<file path="config.mk">
export PLATFORM = sky130hd
export DESIGN_NAME = fetch_ctrl_flat
export DESIGN_NICKNAME = d
export VERILOG_FILES = /design/src/rtl/fetch_ctrl_if.sv /design/src/rtl/fetch_ctrl.sv /design/src/flat_wrapper.sv
export SDC_FILE = /design/constraint.sdc
export NUM_CORES = 1
export LEC_CHECK = 0
export BUFFER_PORTS_ARGS = -buffer_cell sky130_fd_sc_hd__clkbuf_2
export CAP_MARGIN = 5
export CORE_MARGIN = 3
export CORE_UTILIZATION = 54
export CTS_BUF_LIST = sky130_fd_sc_hd__clkbuf_8
export DETAILED_ROUTE_END_ITERATION = 8
export PLACE_DENSITY_LB_ADDON = 0.3
export SLEW_MARGIN = 15
export SYNTH_ARGS = -nofsm -noshare
export SYNTH_HDL_FRONTEND = slang
export SYNTH_SLANG_ARGS = --single-unit
export TNS_END_PERCENT = 5
</file>
<file path="constraint.sdc">
create_clock -name clk -period 12.45 [get_ports clk]
set_input_delay 0 -clock clk [delete_from_list [all_inputs] [get_ports clk]]
set_output_delay 0 -clock clk [all_outputs]
set_load 0.05 [all_outputs]
</file>
<file path="src/rtl/fetch_ctrl_if.sv">
// Decode/exception redirect, instruction port and IF/ID delivery signals of the fetch sequencer.
// master = fetch_ctrl side, slave = surrounding core / memory side.
interface fetch_ctrl_if;
   localparam int unsigned AW = 32;

   logic          br_taken;
   logic [AW-1:0] br_pc;
   logic [AW-1:0] br_target;
   logic          exc_flush;
   logic [AW-1:0] exc_target;
   logic          inst_req;
   logic [AW-1:0] inst_addr;
   logic          inst_addr_ok;
   logic          inst_data_ok;
   logic [AW-1:0] inst_rdata;
   logic          id_allowin;
   logic          fs_valid;
   logic [AW-1:0] fs_pc;
   logic [AW-1:0] fs_inst;

   modport master (
      input  br_taken, br_pc, br_target, exc_flush, exc_target,
             inst_addr_ok, inst_data_ok, inst_rdata, id_allowin,
      output inst_req, inst_addr, fs_valid, fs_pc, fs_inst
   );

   modport slave (
      output br_taken, br_pc, br_target, exc_flush, exc_target,
             inst_addr_ok, inst_data_ok, inst_rdata, id_allowin,
      input  inst_req, inst_addr, fs_valid, fs_pc, fs_inst
   );
endinterface

</file>
<file path="src/rtl/fetch_ctrl.sv">
// Instruction-fetch sequencer: owns the fetch PC, keeps one request in flight and applies
// delay-slot branch redirects and interrupt/ERET flushes.
module fetch_ctrl #(
   parameter logic [31:0] RESET_PC = 32'hBFC0_0000
) (
   input  logic         clk,
   input  logic         resetn,
   fetch_ctrl_if.master bus
);
   localparam int unsigned AW = 32;

   typedef enum logic [1:0] {
      S_REQ  = 2'd0,
      S_WAIT = 2'd1,
      S_HOLD = 2'd2
   } state_t;

   state_t        r_state;
   state_t        w_state_nxt;
   logic [AW-1:0] r_req_addr;
   logic          r_pend_valid;
   logic [AW-1:0] r_pend_br_pc;
   logic [AW-1:0] r_pend_target;
   logic          r_cancel;
   logic [AW-1:0] r_fs_pc;
   logic [AW-1:0] r_fs_inst;

   logic          w_transfer;
   logic          w_data_take;
   logic          w_eff_pend_valid;
   logic [AW-1:0] w_eff_br_pc;
   logic [AW-1:0] w_eff_target;
   logic          w_take_target;
   logic [AW-1:0] w_next_addr;

   // state register
   always_ff @(posedge clk) begin
      if (!resetn) r_state <= S_REQ;
      else         r_state <= w_state_nxt;
   end

   // next state
   always_comb begin
      w_state_nxt = r_state;
      case (r_state)
         S_REQ:   if (bus.inst_addr_ok) w_state_nxt = S_WAIT;
         S_WAIT:  if (bus.inst_data_ok)
                     w_state_nxt = (r_cancel || bus.exc_flush) ? S_REQ : S_HOLD;
         S_HOLD:  if (bus.exc_flush || bus.id_allowin) w_state_nxt = S_REQ;
         default: w_state_nxt = S_REQ;
      endcase
   end

   // outputs; a flush in S_REQ retargets the pending request in the same cycle
   always_comb begin
      bus.inst_req  = 1'b0;
      bus.inst_addr = r_req_addr;
      bus.fs_valid  = 1'b0;
      case (r_state)
         S_REQ: begin
            bus.inst_req = resetn;
            if (bus.exc_flush) bus.inst_addr = bus.exc_target;
         end
         S_HOLD:  bus.fs_valid = ~bus.exc_flush;
         default: ;
      endcase
   end

   assign bus.fs_pc   = r_fs_pc;
   assign bus.fs_inst = r_fs_inst;

   assign w_transfer  = (r_state == S_HOLD) && bus.id_allowin && !bus.exc_flush;
   assign w_data_take = (r_state == S_WAIT) && bus.inst_data_ok;

   // a branch resolved in the transfer cycle takes part in the next-address decision
   assign w_eff_pend_valid = bus.br_taken | r_pend_valid;
   assign w_eff_br_pc      = bus.br_taken ? bus.br_pc     : r_pend_br_pc;
   assign w_eff_target     = bus.br_taken ? bus.br_target : r_pend_target;
   assign w_take_target    = w_eff_pend_valid && (r_req_addr == w_eff_br_pc + AW'(4));
   assign w_next_addr      = w_take_target ? w_eff_target : r_req_addr + AW'(4);

   // fetch address, pending redirect, cancel flag and delivered instruction
   always_ff @(posedge clk) begin
      if (!resetn) begin
         r_req_addr    <= RESET_PC;
         r_pend_valid  <= 1'b0;
         r_pend_br_pc  <= '0;
         r_pend_target <= '0;
         r_cancel      <= 1'b0;
         r_fs_pc       <= '0;
         r_fs_inst     <= '0;
      end else if (bus.exc_flush) begin
         r_req_addr   <= bus.exc_target;
         r_pend_valid <= 1'b0;
         r_cancel     <= (r_state == S_WAIT) && !bus.inst_data_ok;
      end else begin
         if (w_transfer) begin
            r_req_addr   <= w_next_addr;
            r_pend_valid <= w_eff_pend_valid && !w_take_target;
         end else if (bus.br_taken) begin
            r_pend_valid <= 1'b1;
         end
         if (bus.br_taken) begin
            r_pend_br_pc  <= bus.br_pc;
            r_pend_target <= bus.br_target;
         end
         if (w_data_take) begin
            r_cancel <= 1'b0;
            if (!r_cancel) begin
               r_fs_pc   <= r_req_addr;
               r_fs_inst <= bus.inst_rdata;
            end
         end
      end
   end
endmodule
</file>
<file path="src/flat_wrapper.sv">
// flat-port wrapper written by rule: the top's interface ports become plain ports
module fetch_ctrl_flat 
#(
   parameter logic [31:0] RESET_PC = 32'hBFC0_0000
)
  (clk, resetn, bus_br_taken, bus_br_pc, bus_br_target, bus_exc_flush, bus_exc_target, bus_inst_addr_ok, bus_inst_data_ok, bus_inst_rdata, bus_id_allowin, bus_inst_req, bus_inst_addr, bus_fs_valid, bus_fs_pc, bus_fs_inst);
  fetch_ctrl_if bus_i ();
  input  logic clk;
  input  logic resetn;
  input wire logic [$bits(bus_i.br_taken)-1:0] bus_br_taken;
  input wire logic [$bits(bus_i.br_pc)-1:0] bus_br_pc;
  input wire logic [$bits(bus_i.br_target)-1:0] bus_br_target;
  input wire logic [$bits(bus_i.exc_flush)-1:0] bus_exc_flush;
  input wire logic [$bits(bus_i.exc_target)-1:0] bus_exc_target;
  input wire logic [$bits(bus_i.inst_addr_ok)-1:0] bus_inst_addr_ok;
  input wire logic [$bits(bus_i.inst_data_ok)-1:0] bus_inst_data_ok;
  input wire logic [$bits(bus_i.inst_rdata)-1:0] bus_inst_rdata;
  input wire logic [$bits(bus_i.id_allowin)-1:0] bus_id_allowin;
  output wire logic [$bits(bus_i.inst_req)-1:0] bus_inst_req;
  output wire logic [$bits(bus_i.inst_addr)-1:0] bus_inst_addr;
  output wire logic [$bits(bus_i.fs_valid)-1:0] bus_fs_valid;
  output wire logic [$bits(bus_i.fs_pc)-1:0] bus_fs_pc;
  output wire logic [$bits(bus_i.fs_inst)-1:0] bus_fs_inst;
  assign bus_i.br_taken = bus_br_taken;
  assign bus_i.br_pc = bus_br_pc;
  assign bus_i.br_target = bus_br_target;
  assign bus_i.exc_flush = bus_exc_flush;
  assign bus_i.exc_target = bus_exc_target;
  assign bus_i.inst_addr_ok = bus_inst_addr_ok;
  assign bus_i.inst_data_ok = bus_inst_data_ok;
  assign bus_i.inst_rdata = bus_inst_rdata;
  assign bus_i.id_allowin = bus_id_allowin;
  assign bus_inst_req = bus_i.inst_req;
  assign bus_inst_addr = bus_i.inst_addr;
  assign bus_fs_valid = bus_i.fs_valid;
  assign bus_fs_pc = bus_i.fs_pc;
  assign bus_fs_inst = bus_i.fs_inst;
  fetch_ctrl #(.RESET_PC(RESET_PC)) u_core (.clk(clk), .resetn(resetn), .bus(bus_i));
endmodule
</file>
==> results.md <==
- Finished Layout Cells: between 1,500 and 2,000
- Startpoint types: flip-flop
- Avg Inst Size Synth: 7.80 sq um
- All-Layer GR Usage: 31.5%
- Crit path cell chain: nand3b_1 > a222oi_1 > nand4_1 > o2bb2a_4 > nor4_4 > nand4_4 > or4_1 > mux2_4 > o211ai_2 > dlygate4sd3_1
- Post-layout nets: between 1,500 and 2,000
- Top cell type's share of synthesized area: roughly 34%
- Relative slew slack: roughly 17%
- Max H-tree Level: 4
- Final GP Congestion: 0.901
- Clock Sinks: around 160
- DRC: 0
- Max_cap viols: 0
- Die area: around 20,000 sq um
- Layout area overhead: 28.9%
- Register area share after synthesis: between 30% and 40%
- Slowest CP cell: or4_1
- Die span in x: roughly 140 microns
- Final setup fails: 0
- Mapped Nets: between 1,000 and 1,500
- Ys flop type: dfxtp_1
- Unique masters post-synth: 74
- Tmin final: 4.91 ns
- First drt pass iteration count: 6
- Critical path buffers and inverters: 1
- Overall Power: roughly 1.2 mW
- Synth area leader: dfxtp_1
- RSZ-0062 raised after global routing: false
- Top post-synthesis cells by area: dfxtp_1 34%, nand2_1 14%, a21boi_0 9.7%, xnor2_1 4.5%, mux2i_1 4.1%
- Hold buffer count at cts: 130
- Most common cell in the netlist: nand2_1
- Final TNS setup: 0 ns
- Total CTS buffers: 17
- Pwr/cell area: 98.0 nW/um^2
- Worst EP required: 12.87 ns
- Fin crit share: between 30% and 40%
- I/O Buffers: about 230
- Pins Over Slew Limit: 0
- Via/cell ratio: 5.79
- Core area: 17,500 sq um
- Static Leak: 5.18 nW
- Cell total after placement: 1,613
- Clock transition at path regs: roughly 0.09 ns
- ANT cells: 0
- Post-synth EDFFs: 0
- CTS resizes: 0
- Largest net degree at the start of global routing: 87
- CTS tree: built
- Total gr overflow: 0
- WP data arrival: 5.33 ns
- Synthesized cell area: slightly below 10,000 sq um
- First-pass GRT wire length: a little over 50,000 microns
- Antenna-violating nets left: 0
- Flops & latches, synth: around 160
- HP Class: in2reg
- Largest stage delay on the critical path: just over 1 ns
- Clock Latency Late Sink: between 0.4 and 0.5 ns
- # IOs: ~230
- Maximum clock frequency: between 200 and 250 MHz
- Initial core utilization: 55.5%
- Clock root cell: clkbuf_8
- Synth top cells by count: 350 x nand2_1, 164 x dfxtp_1, 125 x a21boi_0
- Clk buf depth: 2
- Maximum fanout along the worst path: 26
- Syn Inst Count: approximately 1,200
- Die Ht: 140 microns
- Path type of the worst setup path: reg2reg
- WL final: ~31,000 microns
- DP Wirelength: 20,800 microns
- Crit path capture type: flip-flop
- Fillers: between 1,000 and 1,500
- Initial antenna violation count: 0
- Endpoints failing hold: 0
- Warnings, synthesis: 0
- Vias in the first global route: just under 10,000
- Actual slew at the worst max-slew pin: between 1 and 1.5 ns
- Drt initial violations: about 940
- Status: completed
- Ratio of cells with drive above 1 in the final layout: 20.8%
- Clock Skew: about 0.012 ns
- FP Rows: 48
- Worst Hold Slack: 0.0569 ns
- Async set-reset flop share out of synthesis: 0%
- Via Count: 10,300
- Peak VDD IR: slightly below 0.00008 V
- Routed len/inst: 17.7 microns
- Top cell family by delay on the critical path: simple AND/OR/NAND/NOR gates
- Post-CTS Setup Bufs: 0
metal layers:
| layer | track usage, % | wire (microns) | up-vias |
|---|---|---|---|
| met4 | 13.2 | 1190 | 0 |
| met3 | 6.45 | 2440 | 107 |
| met1 | 40.8 | 13100 | 4786 |
| met5 | 0 | 0 | - |
| li1 | - | - | 4893 |
| met2 | 51.5 | 14700 | 491 |
metrics by stage:
step	util, %	area (sq um)	setup slack [ns]
final	71.6	12500	7.54
after global routing	71.6	12500	7.29
after CTS	71.6	12500	7.65
after detailed placement	62.1	10900	7.92
after global placement	62.1	10900	8.05
after floorplan	-	9710	7.98
worst paths after layout:
check	start	end	slack [ns]	cells past startpoint
setup / recovery	u_core.r_pend_br_pc[6]	u_core.r_req_addr[22]	7.54	10
hold / removal	bus_br_pc[3]	u_core.r_pend_br_pc[3]	0.06	4
setup reg to reg	u_core.r_pend_br_pc[6]	u_core.r_req_addr[22]	7.54	10
hold reg to reg	u_core.r_pend_target[21]	u_core.r_pend_target[21]	0.46	2
kinds of logic (layout without fill, tap and decap cells):
logic type | after synthesis | in the layout | synth area share (%)
simple gates | 515 | 515 | 24.4
compound gates | 300 | 300 | 22.1
flops | 164 | 164 | 33.8
buf+inv | 116 | 422 | 4.76
mux | 75 | 75 | 8.22
xor+xnor | 72 | 72 | 6.50
fa+ha+maj | 2 | 2 | 0.258
layout by cell type (no fill, tap or decap), types with 4 or more instances in the layout:
master,count
nand4b_1,4
and3_1,9
nand3_1,32
buf_4,13
o221ai_1,4
a22oi_1,8
o21ai_0,55
o211a_1,8
a22o_1,16
dlygate4sd3_1,130
a21boi_0,125
nor2_1,20
nand4_1,20
nand3b_1,29
nor3_1,9
clkinvlp_4,5
nor3b_1,11
nand2_1,349
mux2_2,31
and2_1,5
dfxtp_1,164
xor2_1,22
o31a_1,5
mux2i_1,40
xnor2_1,50
o21a_1,4
clkbuf_8,18
inv_1,16
a21oi_1,30
clkbuf_2,230
where the power goes:
group / internal (mW) / switching (mW)
combinational: 0.119 / 0.168
sequential: 0.545 / 0.0298
clock: 0.145 / 0.219
total: 0.809 / 0.417
flip-flops by register name (all words and copies together) (netlist names):
register / count
u_core.bus.fs_inst: 32
u_core.bus.fs_pc: 32
u_core.r_state: 2
u_core.r_pend_target: 32
u_core.r_req_addr: 32
u_core.r_pend_br_pc: 32
u_core.r_pend_valid: 1
u_core.r_cancel: 1
final cells by class:
cell class	instances	area [sq um]	area share [%]
Timing Repair Buffer	373	2550	20.4
Inverter	17	63.8	0.510
Clock buffer	18	248	1.98
Tap cell	225	282	2.25
Clock inverter	14	106	0.850
Sequential cell	164	3280	26.2
Multi-Input combinational cell	964	5980	47.8
worst min-delay path: cells and delay by family:
family	cells	cell delay, ns
AOI/OAI and AO/OA	1	0.17
buffers and inverters	1	0.10
muxes	1	0.16
and+or+nand+nor	1	0.05
Note: power is estimated with default switching activity, not from simulation.
